==> src/rtl/periph_pkg.sv <==
// rtl/periph_pkg.sv - register offsets, TCON bit indices and hex glyph table
// Shared by the peripheral top and the seven-segment scanner.
package periph_pkg;

  localparam logic [31:0] OFF_TH      = 32'h00;
  localparam logic [31:0] OFF_TL      = 32'h04;
  localparam logic [31:0] OFF_TCON    = 32'h08;
  localparam logic [31:0] OFF_LEDS    = 32'h0C;
  localparam logic [31:0] OFF_DIGITS  = 32'h10;
  localparam logic [31:0] OFF_DEN     = 32'h14;
  localparam logic [31:0] OFF_SYSTICK = 32'h18;

  localparam int TCON_EN = 0;
  localparam int TCON_IE = 1;
  localparam int TCON_ST = 2;

  // Active-low {dp,g,f,e,d,c,b,a}, dp held off; entry 0 is the rightmost.
  localparam logic [15:0][7:0] SEG_LUT = {
    8'h8E, 8'h86, 8'hA1, 8'hC6, 8'h83, 8'h88, 8'h90, 8'h80,
    8'hF8, 8'h82, 8'h92, 8'h99, 8'hB0, 8'hA4, 8'hF9, 8'hC0
  };

endpackage

==> src/rtl/mmio_peripheral_if.sv <==
// rtl/mmio_peripheral_if.sv - CPU data bus as seen by memory-mapped peripherals
// Read_data is combinational from the slave.
interface mmio_peripheral_if;
  logic        MemRead;
  logic        MemWrite;
  logic [31:0] Address;
  logic [31:0] Write_data;
  logic [31:0] Read_data;

  modport master (
    output MemRead, MemWrite, Address, Write_data,
    input  Read_data
  );

  modport slave (
    input  MemRead, MemWrite, Address, Write_data,
    output Read_data
  );
endinterface

==> src/rtl/mmio_peripheral_seg_scan.sv <==
// rtl/mmio_peripheral_seg_scan.sv - multiplexed seven-segment scanner
// Divider, digit index, DEN blanking, hex decode, registered ano/seg.
module seg_scan
  import periph_pkg::*;
#(
  parameter int NUM_DIGITS = 4,
  parameter int SCAN_DIV   = 50000
) (
  input  logic                    clk,
  input  logic                    rst_n,
  input  logic [4*NUM_DIGITS-1:0] digits,
  input  logic [NUM_DIGITS-1:0]   den,
  output logic [NUM_DIGITS-1:0]   ano,
  output logic [7:0]              seg
);

  localparam int DIV_W = $clog2(SCAN_DIV);
  localparam int IDX_W = (NUM_DIGITS > 1) ? $clog2(NUM_DIGITS) : 1;

  logic [DIV_W-1:0]      div_q, div_d;
  logic [IDX_W-1:0]      idx_q, idx_d;
  logic [NUM_DIGITS-1:0] ano_q, ano_d;
  logic [7:0]            seg_q, seg_d;
  logic                  tc;

  always_comb begin
    tc    = (div_q == DIV_W'(SCAN_DIV - 1));
    div_d = tc ? '0 : div_q + DIV_W'(1);
    idx_d = idx_q;
    if (tc) begin
      idx_d = (idx_q == IDX_W'(NUM_DIGITS - 1)) ? '0 : idx_q + IDX_W'(1);
    end
    // Outputs trail the index by one cycle so they change right after terminal count.
    ano_d = '1;
    if (den[idx_q]) begin
      ano_d = ~(NUM_DIGITS'(1) << idx_q);
    end
    seg_d = SEG_LUT[digits[{idx_q, 2'b00} +: 4]];
  end

  always_ff @(posedge clk or negedge rst_n) begin
    if (!rst_n) begin
      div_q <= '0;
      idx_q <= '0;
      ano_q <= '1;
      seg_q <= 8'hFF;
    end else begin
      div_q <= div_d;
      idx_q <= idx_d;
      ano_q <= ano_d;
      seg_q <= seg_d;
    end
  end

  assign ano = ano_q;
  assign seg = seg_q;

endmodule

==> src/rtl/mmio_peripheral.sv <==
// rtl/mmio_peripheral.sv - MMIO peripheral: decode, LEDs, digits, timer, SYSTICK
// Timer registers and irq exist only when PERIPH_TIMER_EN is defined.
module mmio_peripheral
  import periph_pkg::*;
#(
  parameter logic [31:0] BASE_ADDR  = 32'h4000_0000,
  parameter int          NUM_DIGITS = 4,
  parameter int          LED_WIDTH  = 8,
  parameter int          SCAN_DIV   = 50000
) (
  input  logic                  clk,
  input  logic                  rst_n,
  mmio_peripheral_if.slave      bus,
  output logic [LED_WIDTH-1:0]  leds,
  output logic [NUM_DIGITS-1:0] ano,
  output logic [7:0]            seg,
  output logic                  irq
);

  logic [31:0] off;
  logic        wr_leds, wr_digits, wr_den;

  logic [LED_WIDTH-1:0]    leds_q, leds_d;
  logic [4*NUM_DIGITS-1:0] digits_q, digits_d;
  logic [NUM_DIGITS-1:0]   den_q, den_d;
  logic [31:0]             systick_q, systick_d;
  logic [31:0]             th_rd, tl_rd, tcon_rd;
  logic [31:0]             rdata;

  // Offset subtraction keeps the full 32-bit compare against BASE_ADDR.
  assign off       = bus.Address - BASE_ADDR;
  assign wr_leds   = bus.MemWrite && (off == OFF_LEDS);
  assign wr_digits = bus.MemWrite && (off == OFF_DIGITS);
  assign wr_den    = bus.MemWrite && (off == OFF_DEN);

  always_comb begin
    leds_d    = leds_q;
    digits_d  = digits_q;
    den_d     = den_q;
    systick_d = systick_q + 32'd1;
    if (wr_leds)   leds_d   = bus.Write_data[LED_WIDTH-1:0];
    if (wr_digits) digits_d = bus.Write_data[4*NUM_DIGITS-1:0];
    if (wr_den)    den_d    = bus.Write_data[NUM_DIGITS-1:0];
  end

  always_ff @(posedge clk or negedge rst_n) begin
    if (!rst_n) begin
      leds_q    <= '0;
      digits_q  <= '0;
      den_q     <= '1;
      systick_q <= '0;
    end else begin
      leds_q    <= leds_d;
      digits_q  <= digits_d;
      den_q     <= den_d;
      systick_q <= systick_d;
    end
  end

`ifdef PERIPH_TIMER_EN
  logic [31:0] th_q, th_d, tl_q, tl_d;
  logic        en_q, en_d, ie_q, ie_d, st_q, st_d;
  logic        wr_th, wr_tl, wr_tcon, ovf;

  assign wr_th   = bus.MemWrite && (off == OFF_TH);
  assign wr_tl   = bus.MemWrite && (off == OFF_TL);
  assign wr_tcon = bus.MemWrite && (off == OFF_TCON);

  // Precedence: CPU write to TL beats reload/increment; overflow set beats W1C.
  always_comb begin
    ovf  = en_q && (tl_q == 32'hFFFF_FFFF);
    th_d = wr_th ? bus.Write_data : th_q;
    tl_d = ovf ? th_q : (en_q ? tl_q + 32'd1 : tl_q);
    if (wr_tl) tl_d = bus.Write_data;
    en_d = wr_tcon ? bus.Write_data[TCON_EN] : en_q;
    ie_d = wr_tcon ? bus.Write_data[TCON_IE] : ie_q;
    st_d = st_q;
    if (wr_tcon && bus.Write_data[TCON_ST]) st_d = 1'b0;
    if (ovf) st_d = 1'b1;
  end

  always_ff @(posedge clk or negedge rst_n) begin
    if (!rst_n) begin
      th_q <= '0;
      tl_q <= '0;
      en_q <= 1'b0;
      ie_q <= 1'b0;
      st_q <= 1'b0;
    end else begin
      th_q <= th_d;
      tl_q <= tl_d;
      en_q <= en_d;
      ie_q <= ie_d;
      st_q <= st_d;
    end
  end

  always_comb begin
    tcon_rd          = '0;
    tcon_rd[TCON_EN] = en_q;
    tcon_rd[TCON_IE] = ie_q;
    tcon_rd[TCON_ST] = st_q;
  end

  assign th_rd = th_q;
  assign tl_rd = tl_q;
  assign irq   = ie_q & st_q;
`else
  logic unused_wdata;

  assign unused_wdata = ^bus.Write_data;
  assign th_rd        = '0;
  assign tl_rd        = '0;
  assign tcon_rd      = '0;
  assign irq          = 1'b0;
`endif

  always_comb begin
    rdata = '0;
    if (bus.MemRead) begin
      case (off)
        OFF_TH:      rdata = th_rd;
        OFF_TL:      rdata = tl_rd;
        OFF_TCON:    rdata = tcon_rd;
        OFF_LEDS:    rdata = 32'(leds_q);
        OFF_DIGITS:  rdata = 32'(digits_q);
        OFF_DEN:     rdata = 32'(den_q);
        OFF_SYSTICK: rdata = systick_q;
        default:     rdata = '0;
      endcase
    end
  end

  assign bus.Read_data = rdata;
  assign leds          = leds_q;

  seg_scan #(
    .NUM_DIGITS (NUM_DIGITS),
    .SCAN_DIV   (SCAN_DIV)
  ) u_seg_scan (
    .clk    (clk),
    .rst_n  (rst_n),
    .digits (digits_q),
    .den    (den_q),
    .ano    (ano),
    .seg    (seg)
  );

endmodule

==> src/flat_wrapper.sv <==
// flat-port wrapper written by rule: the top's interface ports become plain ports
module mmio_peripheral_flat import periph_pkg::*;
#(
  parameter logic [31:0] BASE_ADDR  = 32'h4000_0000,
  parameter int          NUM_DIGITS = 4,
  parameter int          LED_WIDTH  = 8,
  parameter int          SCAN_DIV   = 50000
)
  (clk, rst_n, leds, ano, seg, irq, bus_MemRead, bus_MemWrite, bus_Address, bus_Write_data, bus_Read_data);
  mmio_peripheral_if bus_i ();
  input  logic clk;
  input  logic rst_n;
  output logic [LED_WIDTH-1:0] leds;
  output logic [NUM_DIGITS-1:0] ano;
  output logic [7:0] seg;
  output logic irq;
  input wire logic [$bits(bus_i.MemRead)-1:0] bus_MemRead;
  input wire logic [$bits(bus_i.MemWrite)-1:0] bus_MemWrite;
  input wire logic [$bits(bus_i.Address)-1:0] bus_Address;
  input wire logic [$bits(bus_i.Write_data)-1:0] bus_Write_data;
  output wire logic [$bits(bus_i.Read_data)-1:0] bus_Read_data;
  assign bus_i.MemRead = bus_MemRead;
  assign bus_i.MemWrite = bus_MemWrite;
  assign bus_i.Address = bus_Address;
  assign bus_i.Write_data = bus_Write_data;
  assign bus_Read_data = bus_i.Read_data;
  mmio_peripheral #(.BASE_ADDR(BASE_ADDR), .NUM_DIGITS(NUM_DIGITS), .LED_WIDTH(LED_WIDTH), .SCAN_DIV(SCAN_DIV)) u_core (.clk(clk), .rst_n(rst_n), .bus(bus_i), .leds(leds), .ano(ano), .seg(seg), .irq(irq));
endmodule
==> config.mk <==
export PLATFORM = sky130hd
export DESIGN_NAME = mmio_peripheral_flat
export DESIGN_NICKNAME = d
export VERILOG_FILES = /design/src/rtl/periph_pkg.sv /design/src/rtl/mmio_peripheral_if.sv /design/src/rtl/mmio_peripheral_seg_scan.sv /design/src/rtl/mmio_peripheral.sv /design/src/flat_wrapper.sv
export SDC_FILE = /design/constraint.sdc
export NUM_CORES = 1
export LEC_CHECK = 0
export CORE_MARGIN = 1.5
export CORE_UTILIZATION = 45
export CTS_CLUSTER_SIZE = 16
export DETAILED_ROUTE_END_ITERATION = 10
export PLACE_DENSITY = 0.77
export SYNTH_ARGS = -nofsm -noshare
export SYNTH_HDL_FRONTEND = slang
export SYNTH_HIERARCHICAL = 1
export SYNTH_SLANG_ARGS = --single-unit
==> constraint.sdc <==
create_clock -name clk -period 2.2 [get_ports clk]
set_clock_uncertainty 0.1 [all_clocks]
set_input_delay 0.44 -clock clk [delete_from_list [all_inputs] [get_ports clk]]
set_output_delay 0.44 -clock clk [all_outputs]
set_load 0.01 [all_outputs]
[Word-level counts from Yosys, hierarchy flattened]
Memory sizes are Yosys's and may differ from the RTL's. A register that Yosys moved wholly into a read port is not among the register bits.
Cells that the tools add are included.
Word-level totals
  flip-flop bits (word level): 82
  latch bits: 0
  bits in writable memories: 0
  ROM bits: 128
  input bits: 68
  output and inout bits: 53
  logic and storage cells: 33
  memories kept: 1
Memory list
  (no name shown): depth 16, bits a word 8, rd ports 1, clocked after Yosys merged registers in 1, write ports 0, RTL line mmio_peripheral_seg_scan.sv:38  | seg_d = SEG_LUT[digits[{idx_q, 2'b00} +: 4]];
Cells by class
  $add $sub $neg: 4
  $mul: 0
  div/mod/pow operators: 0
  magnitude comparators: 1
  equality and inequality tests: 6
  shift operators: 2
  muxes and demuxes: 7
  bitwise gates (word level): 1
  reductions and logical operators: 4
Operators by type and width (count)
  $pmux 32 s4: 1
  $eq 32x5->1 const B: 3
  $add 32x1->32 const B: 1
  $eq 32x4->1 const B: 1
  $mux 32: 1
  $sub 32x31->32 const B: 1
  $add 16x1->16 const B: 1
  $eq 16x16->1 const B: 1
  $mux 16: 1
  $shiftx 16x5->4: 1
  $mux 4: 1
  $not 4->4: 1
  $shl 1x2->4 const A: 1
  $logic_and 1x1->1: 3
  $lt 2x3->1 const B: 1
  $add 2x1->2 const B: 1
  $bmux 1 s2: 1
  $eq 2x2->1 const B: 1
  $mux 2: 1
  $logic_not 1->1: 1
  $mux 1: 1

[Logic depth before layout (Yosys ltp)]
Gate-level depths: netlist of run 1.
  word-level depth: 4
  mapped depth: 7
  mapped depth without buffers: 6

[Modules after synthesis]
Netlist of run 1, hierarchy kept.
By module, submodules not included
  mmio_peripheral: instances 1, cells an instance 284, area each 3200.6 µm², seq. area each 1506.4 µm²
  seg_scan: instances 1, cells an instance 138, area each 1566.5 µm², seq. area each 739.5 µm²

[Worst setup path after synthesis of run 1]
Ideal clock, no wire load.
  kind: input-to-output
  start point: input bus_Address[25]
  end point: output bus_Read_data[18]
  arrival time: 1.849 ns
  data required time: 1.660 ns
  path slack: -0.189 ns
  cell stages on the path: 6
  path buffers: 2
  cell sequence: nor4_1 > nand4_2 > clkbuf_1 > nor3_1 > clkbuf_1 > and2_1
On the way
  longest elaborated chain between the ends: 4
  elaborated cells on any way between the ends: 7
  those cells by class: add/sub: 1; eq/ne: 4; mux: 2
RTL lines
  start: declaration: RTL line flat_wrapper.sv:19  | input wire logic [$bits(bus_i.Address)-1:0] bus_Address;
  $sub 32x31->32 *: RTL line mmio_peripheral.sv:31  | assign off = bus.Address - BASE_ADDR;
  $eq 32x5->1 / $eq 32x4->1 (equally long branches): RTL line mmio_peripheral.sv:121  | case (off)
  $pmux 32 s4 *: RTL line mmio_peripheral.sv:121
  $mux 32 *: RTL line mmio_peripheral.sv:120  | if (bus.MemRead) begin
  end: declaration: RTL line flat_wrapper.sv:21  | output wire logic [$bits(bus_i.Read_data)-1:0] bus_Read_data;
Mark *: on every way between the ends. The rest lies on a longest branch, timed or not.

[Worst setup path in the final report of run 1]
  start point: input bus_Address[14]
  end point: output bus_Read_data[13]
The elaborated chain is that of the path after synthesis.

==> key figures, run 1 <==
Outcome
  – Status: finished with violations
  – Violated checks: setup timing

Global route
  – Pin count of the biggest net entering global routing: 40
  – First-pass GRT wire length: roughly 21,000 um
  – Vias in the first global route: around 4,100
  – GR Util All Layers: 23.5%
  – GRT overflow: 0
  – Initial antenna violation count: 0

Die
  – Die Wd: around 110 um
  – Die area: approximately 11,000 um2
  – Row count: 37
  – Core area: ~10,000 um2
  – Top-Level Pins: roughly 120
  – Initial Utilization: 46.2%
  – Die Ht: around 110 um

Pwr
  – Overall Power: 0.00289 W
  – Pwr dens: 419 nW/um2
  – Lkg Pwr: 3.14 nW
  – Worst vdd rail ir drop: between 200 and 300 uV

Hold path
  – Hold depth: 1
  – Worst Min Path Start: u_core/systick_q[24]
  – Hold Crit Class: register to register

Logic synthesis
  – YS warnings: 6
  – Ranking of synthesized cells by area: dfrtp_1 (39%), dfstp_2 (8.3%), mux2_2 (6.6%), xnor2_1 (4.4%), xor2_1 (3.5%)
  – Yosys top cell by area: dfrtp_1
  – Netlist Area Pre-Place: around 4800 um2
  – Share of the synthesized area in the top cell type: 38.8%
  – Sequential cell area fraction in the yosys report: 47.1%
  – Synth top cells by count: dfrtp_1 (74), mux2_2 (28), nand2_1 (28)
  – EDFF count, synth: 0
  – Top_reg_cell synth: dfrtp_1
  – Post-Syn Instances: between 400 and 500
  – Synthesized flop and latch total: 89
  – Post-Syn Nets: between 500 and 600
  – Top-count cell post-synth: dfrtp_1
  – Avg Synthesized Cell Area: around 11 um2
  – Synth async-reset ratio: 100%
  – Synth cell types: 48

Routing
  – Remaining DRCs: 0
  – Routed wl met3: roughly 440 um
  – Via density: around 5.4
  – DR WL/cell: 17.3 um
  – Pre-Repair DR Iteration Count: 5
  – Final wirelength: roughly 12,000 um
  – DR vias: roughly 3,900
  – DRT iter0 DRCs: ~130
  – Met2 wire length: ~6400 um
  – Top routing layer in use: met4
  – Met1 WL: a little over 5000 um
  – Antenna-violating nets left: 0

Placement
  – GP Congestion: 0.811
  – Detail Placement HPWL: 8670 um
  – Pre-CTS WS: -1.02 ns
  – IO Port Bufs: ~100

STA
  – RSZ-0062 raised after global routing: true
  – Total Neg Setup Slack: -7.62 ns
  – Hold Vio Cnt, Final: 0
  – Final setup fails: 52
  – Final min period: 2.49 ns
  – Fin. max-slew vios: 0
  – Final period util: 113%
  – Peak Freq: between 400 and 500 MHz
  – PnR worst setup slack: -0.292 ns

Layout
  – Post-layout nets: ~660
  – Area grow syn2layout: 44.8%
  – Diodes inserted: 0
  – Share of layout cells above drive strength 1: between 40% and 50%

Worst setup path
  – Reg2Reg Depth: 4
  – Worst Path Required: around 1.7 ns
  – Crit end category: output pin
  – Reg2reg start: u_core/systick_q[12]
  – Critical Path AT: between 1.5 and 2 ns
  – Crit path kind: primary input to output pin
  – Crit. Startpoint: bus_Address[14]
  – CP Max Fanout: 8
  – Startpoint types: primary input

Run
  – Max Cap Viol: 0

CTS
  – CTS root buf: clkbuf_8
  – Clk Latency, worst-skew pair: about 0.35 ns
  – Longest Clk Path Bufs: 2
  – CTS clk-pin slew, worst paths: about 0.09 ns
  – H-tree levels: 3
  – Cts bufs inserted: 9
  – TritonCTS clock tree: done
  – Clock sink count: 89
==> metal layers <==
metal | global-route usage (%) | up-vias
li1 | - | 1809
met1 | 29.1 | 1924
met2 | 40.4 | 109
met3 | 3.92 | 36
met4 | 10.8 | 0
met5 | 0 | -
==> power breakdown <==
| group | switching [W] | internal (W) | leakage (nW) |
|---|---|---|---|
| combinational | 0.000109 | 0.000109 | 1.89 |
| clock | 0.000570 | 0.000471 | 0.0894 |
| sequential | 0.00000000000491 | 0.00164 | 1.16 |
==> registers in the layout, summed over array words and instances (netlist names) <==
name,count
u_core/den_q,4
u_core/u_seg_scan/ano,4
u_core/digits_q,16
u_core/u_seg_scan/seg,7
u_core/u_seg_scan/idx_q,2
u_core/leds,8
u_core/systick_q,32
u_core/u_seg_scan/div_q,16
==> kinds of logic (layout without fill, tap and decap cells) <==
logic type	count (synthesis)	after routing	share of synthesized area (%)
simple gates	165	165	20.7
buf+inv	31	191	3.33
compound gates	27	27	4.12
xor+xnor	43	43	7.90
mux	53	53	13.6
other cells	2	2	0.158
fa+ha+maj	12	12	3.15
flops	89	89	47.1
==> cell usage in the layout, fill, tap and decap left out, types with 10 or more instances in the layout <==
cell type | synthesis | layout
xor2_1 | 19 | 19
buf_2 | 1 | 23
buf_4 | 3 | 31
xnor2_1 | 24 | 24
ha_1 | 12 | 12
dfrtp_1 | 74 | 74
mux2_1 | 11 | 11
nor3_1 | 15 | 12
inv_1 | 14 | 14
nand4_1 | 12 | 12
nor2_1 | 26 | 18
nor4_4 | 1 | 14
nand3_1 | 16 | 15
clkdlybuf4s50_1 | 0 | 36
and2_4 | 0 | 12
clkbuf_8 | 0 | 11
buf_6 | 4 | 50
nand2_1 | 28 | 28
dfstp_2 | 15 | 15
clkdlybuf4s15_1 | 0 | 10
mux2_2 | 28 | 28
==> path summary, 6_finish.rpt <==
path | to | slack (ns)
setup / recovery | bus_Read_data[13] | -0.29
hold / removal | u_core/systick_q[24] | 0.38
setup reg to reg | u_core/systick_q[23] | 0.10
hold reg to reg | u_core/systick_q[24] | 0.38
max in group asynchronous | u_core/den_q[2] | 0.82
min in group asynchronous | u_core/systick_q[29] | 0.46
==> per-stage QoR <==
step / utilization, % / std cells / hold slack [ns] / instance area [um2]
floorplan: - / 422 / 0.0444 / 4930
global placement: 61.1 / 681 / 0.300 / 6310
detailed placement: 61.1 / 681 / 0.305 / 6310
CTS: 65.8 / 713 / 0.380 / 6790
global route: 66.9 / 718 / 0.401 / 6900
finish: 66.9 / 718 / 0.385 / 6900
==> what timing repair did <==
action / 4_1_cts / 5_1_grt
hold buffers: 1 / 0
buffers inserted: 14 / 5
gates resized for setup: 311 / 16
hold endpoints to repair: 21 / 0
endpoints found under the setup margin: 52 / 49
gates cloned: 2 / 0
pin swaps: 28 / 11
==> worst max-delay path, cell delays in order <==
cell and delay, ns:
buf_6 0.10, nor4_4 0.29, nand4_2 0.20, buf_6 0.16, or3_4 0.49, nor2_4 0.16
buf_6 0.11
==> layout make-up <==
class,instances,area [um2]
flip-flops and latches,89,2250
fillers,749,3420
multi-input cells,302,2730
repair buffers,161,1520
inverters,14,52.6
clock buffers,13,159
well taps,136,170
clock inverters,3,17.5
(Power assumes the default switching activity.)
==> inputs of run 2 (changes only) <==
Settings changed: CORE_UTILIZATION 45 to 44, PLACE_DENSITY 0.77 to 0.76, SYNTH_HIERARCHICAL 1 to unset.
==> run 2 against run 1 <==
Net effect:
- the flow still finishes with violations (setup timing)
- routed wire length decreased by 8.6%
- final area decreased by 0.82%
- utilization decreased by 0.25 points
- synthesized area shrank 3.0%
- cell count shrank 1.8%
- flip-flop and latch count stayed put
- fmax fell by 23%
- via count down 5.1%
- count of clock-buffer cells in the layout down 4
- sequential share of layout area increased by 0.27 points
==> key figures, run 2 <==
Outcome
  – Status: finished with violations (unchanged)
  – Violated checks: setup timing (unchanged)

Die
  – Die Ht: 106 um (about the same)
  – Top-Level Pins: 121 (unchanged)
  – Die area: 11,100 um2 (was 11,200 um2)
  – Core area: 10,300 um2 (about the same)
  – Die Wd: 106 um (about the same)
  – Initial Utilization: 45.0% (was 46.2%)
  – Row count: 37 (unchanged)

STA
  – Hold_ws: 0.385 ns (about the same)
  – PnR worst setup slack: -1.04 ns (was -0.292 ns)
  – Peak Freq: 308 MHz (was 401 MHz)
  – RSZ-0062 raised after global routing: true (unchanged)
  – Final setup fails: 60 (was 52)
  – Final min period: 3.24 ns (was 2.49 ns)
  – Fin. max-slew vios: 0 (unchanged)
  – Hold Vio Cnt, Final: 0 (unchanged)
  – Final period util: 147% (was 113%)

CTS
  – Cts bufs inserted: 9 (unchanged)
  – Clk Latency, worst-skew pair: 0.37 ns (was 0.35 ns)
  – TritonCTS clock tree: done (unchanged)
  – H-tree levels: 3 (unchanged)
  – Clock sink count: 89 (unchanged)
  – Longest Clk Path Bufs: 2 (unchanged)
  – CTS clk-pin slew, worst paths: 0.11 ns (was 0.09 ns)
  – CTS root buf: clkbuf_8 (unchanged)

Logic synthesis
  – Synth async-reset ratio: 100% (unchanged)
  – Synthesized flop and latch total: 89 (unchanged)
  – Sequential cell area fraction in the yosys report: 48.6% (was 47.1%)
  – Ranking of synthesized cells by area: dfrtp_1 (40%), dfstp_2 (8.5%), mux2_2 (7.3%), xnor2_1 (6.1%), mux2i_1 (3.9%) (was dfrtp_1 (39%), dfstp_2 (8.3%), mux2_2 (6.6%), xnor2_1 (4.4%), xor2_1 (3.5%))
  – Share of the synthesized area in the top cell type: 40.0% (was 38.8%)
  – Netlist Area Pre-Place: 4620 um2 (was 4770 um2)
  – Top-count cell post-synth: dfrtp_1 (unchanged)
  – Yosys top cell by area: dfrtp_1 (unchanged)
  – Synth top cells by count: dfrtp_1 (74), xnor2_1 (32), mux2_2 (30) (was dfrtp_1 (74), mux2_2 (28), nand2_1 (28))
  – Avg Synthesized Cell Area: 11.3 um2 (about the same)
  – YS warnings: 0 (was 6)
  – Synth cell types: 44 (was 48)
  – EDFF count, synth: 0 (unchanged)
  – Post-Syn Instances: 410 (was 422)
  – Post-Syn Nets: 490 (was 502)
  – Top_reg_cell synth: dfrtp_1 (unchanged)

Global route
  – Initial antenna violation count: 0 (unchanged)
  – First-pass GRT wire length: 18,900 um (was 20,700 um)
  – GRT overflow: 0 (unchanged)
  – GR Util All Layers: 21.6% (was 23.5%)
  – Vias in the first global route: 3,945 (was 4,106)
  – Pin count of the biggest net entering global routing: 32 (was 40)

Routing
  – Via density: 5.22 (was 5.40)
  – Met1 WL: 4800 um (was 5110 um)
  – DR vias: 3,680 (was 3,878)
  – Top routing layer in use: met4 (unchanged)
  – Final wirelength: 11,400 um (was 12,400 um)
  – Pre-Repair DR Iteration Count: 5 (unchanged)
  – Antenna-violating nets left: 0 (unchanged)
  – DRT iter0 DRCs: 115 (was 129)
  – DR WL/cell: 16.1 um (was 17.3 um)
  – Met2 wire length: 5880 um (was 6420 um)
  – Routed wl met3: 468 um (was 443 um)
  – Remaining DRCs: 0 (unchanged)

Layout
  – Largest Register: u_core.systick_q (was u_core/systick_q)
  – Share of layout cells above drive strength 1: 35.1% (was 40.5%)
  – Cell Count, Final, Fillers Out: 705 (was 718)
  – Design area: 6850 um2 (was 6900 um2)
  – Diodes inserted: 0 (unchanged)
  – Most frequent cells in the layout: dfrtp_1 (74), clkdlybuf4s50_1 (57), buf_6 (44) (was dfrtp_1 (74), buf_6 (50), clkdlybuf4s50_1 (36))
  – Post-layout util: 66.6% (was 66.9%)
  – Area grow syn2layout: 48.0% (was 44.8%)
  – Post-layout nets: 644 (was 657)
  – Largest registers: u_core.systick_q x32, u_core.digits_q x16, u_core.u_seg_scan.div_q x16 (was u_core/systick_q x32, u_core/digits_q x16, u_core/u_seg_scan/div_q x16)
  – Max reg flops: 32 (unchanged)
  – Commonest non-fill, non-tap cell in the layout: dfrtp_1 (unchanged)
  – Fill count: 751 (was 749)

Placement
  – Inst Count DP: 669 (was 681)
  – Placement Cell Area: 6280 um2 (was 6310 um2)
  – IO Port Bufs: 102 (unchanged)
  – GP Congestion: 0.831 (was 0.811)
  – Detail Placement HPWL: 8130 um (was 8670 um)

Worst setup path
  – Worst-path cell chain: buf_6, or4_1, or4_4, buf_8, buf_6, nor4_4, buf_4, buf_6, and3_4, buf_6 (was buf_6, nor4_4, nand4_2, buf_6, or3_4, nor2_4, buf_6)
  – Crit path top cell by count: buf_6 (unchanged)
  – Crit path kind: primary input to output pin (unchanged)
  – Crit end category: output pin (unchanged)
  – Max incr delay on CP: 0.59 ns (was 0.49 ns)
  – Startpoint types: primary input (unchanged)
  – Worst Path Required: 1.66 ns (about the same)
  – Critical Path AT: 2.70 ns (was 1.95 ns)
  – Slowest stage cell on the critical path: or4_4 (was or3_4)
  – CP Max Fanout: 3 (was 8)

Run
  – Max Cap Viol: 0 (unchanged)

Hold path
  – Hold Crit Class: register to register (unchanged)

Pwr
  – Lkg Pwr: 2.99 nW (was 3.14 nW)
  – Worst vdd rail ir drop: 397 uV (was 275 uV)
  – Pwr dens: 428 nW/um2 (was 419 nW/um2)
-- run 2: layer usage --
layer,vias to the layer above,track usage (%)
met4,0,5.41
met5,-,0
li1,1759,-
met1,1815,27.5
met2,86,37.3
met3,20,5.01
-- run 2: path summary, 6_finish.rpt --
kind / end / slack, ns / cells after the start / startpoint
min in group asynchronous: u_core.systick_q[12] / 0.44 / 2 / rst_n
hold reg to reg: u_core.systick_q[31] / 0.38 / 1 / u_core.systick_q[31]
setup / recovery: bus_Read_data[7] / -1.04 / 10 / bus_Address[16]
hold / removal: u_core.systick_q[31] / 0.38 / 1 / u_core.systick_q[31]
setup reg to reg: u_core.u_seg_scan.seg[0] / 0.17 / 5 / u_core.u_seg_scan.idx_q[0]
max in group asynchronous: u_core.den_q[0] / 0.98 / 3 / rst_n
-- run 2: cells by family (layout without fill, tap and decap cells) --
group                    Yosys count  count (layout)  share of synthesized area [%]
AO/OA/AOI/OAI                     27              27                           4.09
XOR/XNOR                          42              42                           7.95
adder cells (fa/ha/maj)           12              12                           3.25
buffers and inverters             25             184                           2.46
flip-flops                        89              89                           48.6
multiplexers                      53              53                           13.6
other                              2               2                          0.162
AND/OR/NAND/NOR                  160             160                           19.9
-- run 2: through the flow --
step | power, W | setup slack (ns) | TNS [ns]
3_3_place_gp | 0.00186 | -1.62 | -73.99
5_1_grt | 0.00305 | -1.09 | -43.96
2_1_floorplan | 0.00171 | -0.736 | -33.96
6_report | 0.00293 | -1.04 | -41.80
3_5_place_dp | 0.00186 | -1.66 | -74.92
4_1_cts | 0.00296 | -1.03 | -40.90
-- run 2: layout make-up --
class	count	area, um2	area share, %
Clock buffer	9	124	1.81
Clock inverter	7	73.8	1.08
Inverter	11	41.3	0.603
Timing Repair Buffer	157	1640	23.9
Multi-Input combinational cell	296	2550	37.3
Tap cell	136	170	2.49
Sequential cell	89	2250	32.8
-- run 2: worst max-delay path: cells and delay by family --
kind,cells,cell delay (ns)
buf+inv,6,0.71
simple gates,4,1.55
-- run 2: power by group --
part	total (W)	internal [W]	switching [W]	leakage [nW]
sequential	0.00164	0.00164	0.00000000000496	1.16
combinational	0.000193	0.000109	0.0000836	1.74
clock	0.00110	0.000445	0.000656	0.0942
-- run 2: what timing repair did --
item	in CTS	in global routing
endpoints found under the hold margin	20	0
buffers inserted	15	3
pin swaps	9	4
gates resized for setup	210	13
hold buffers	1	0
cloned	2	0
setup endpoints to repair	60	60
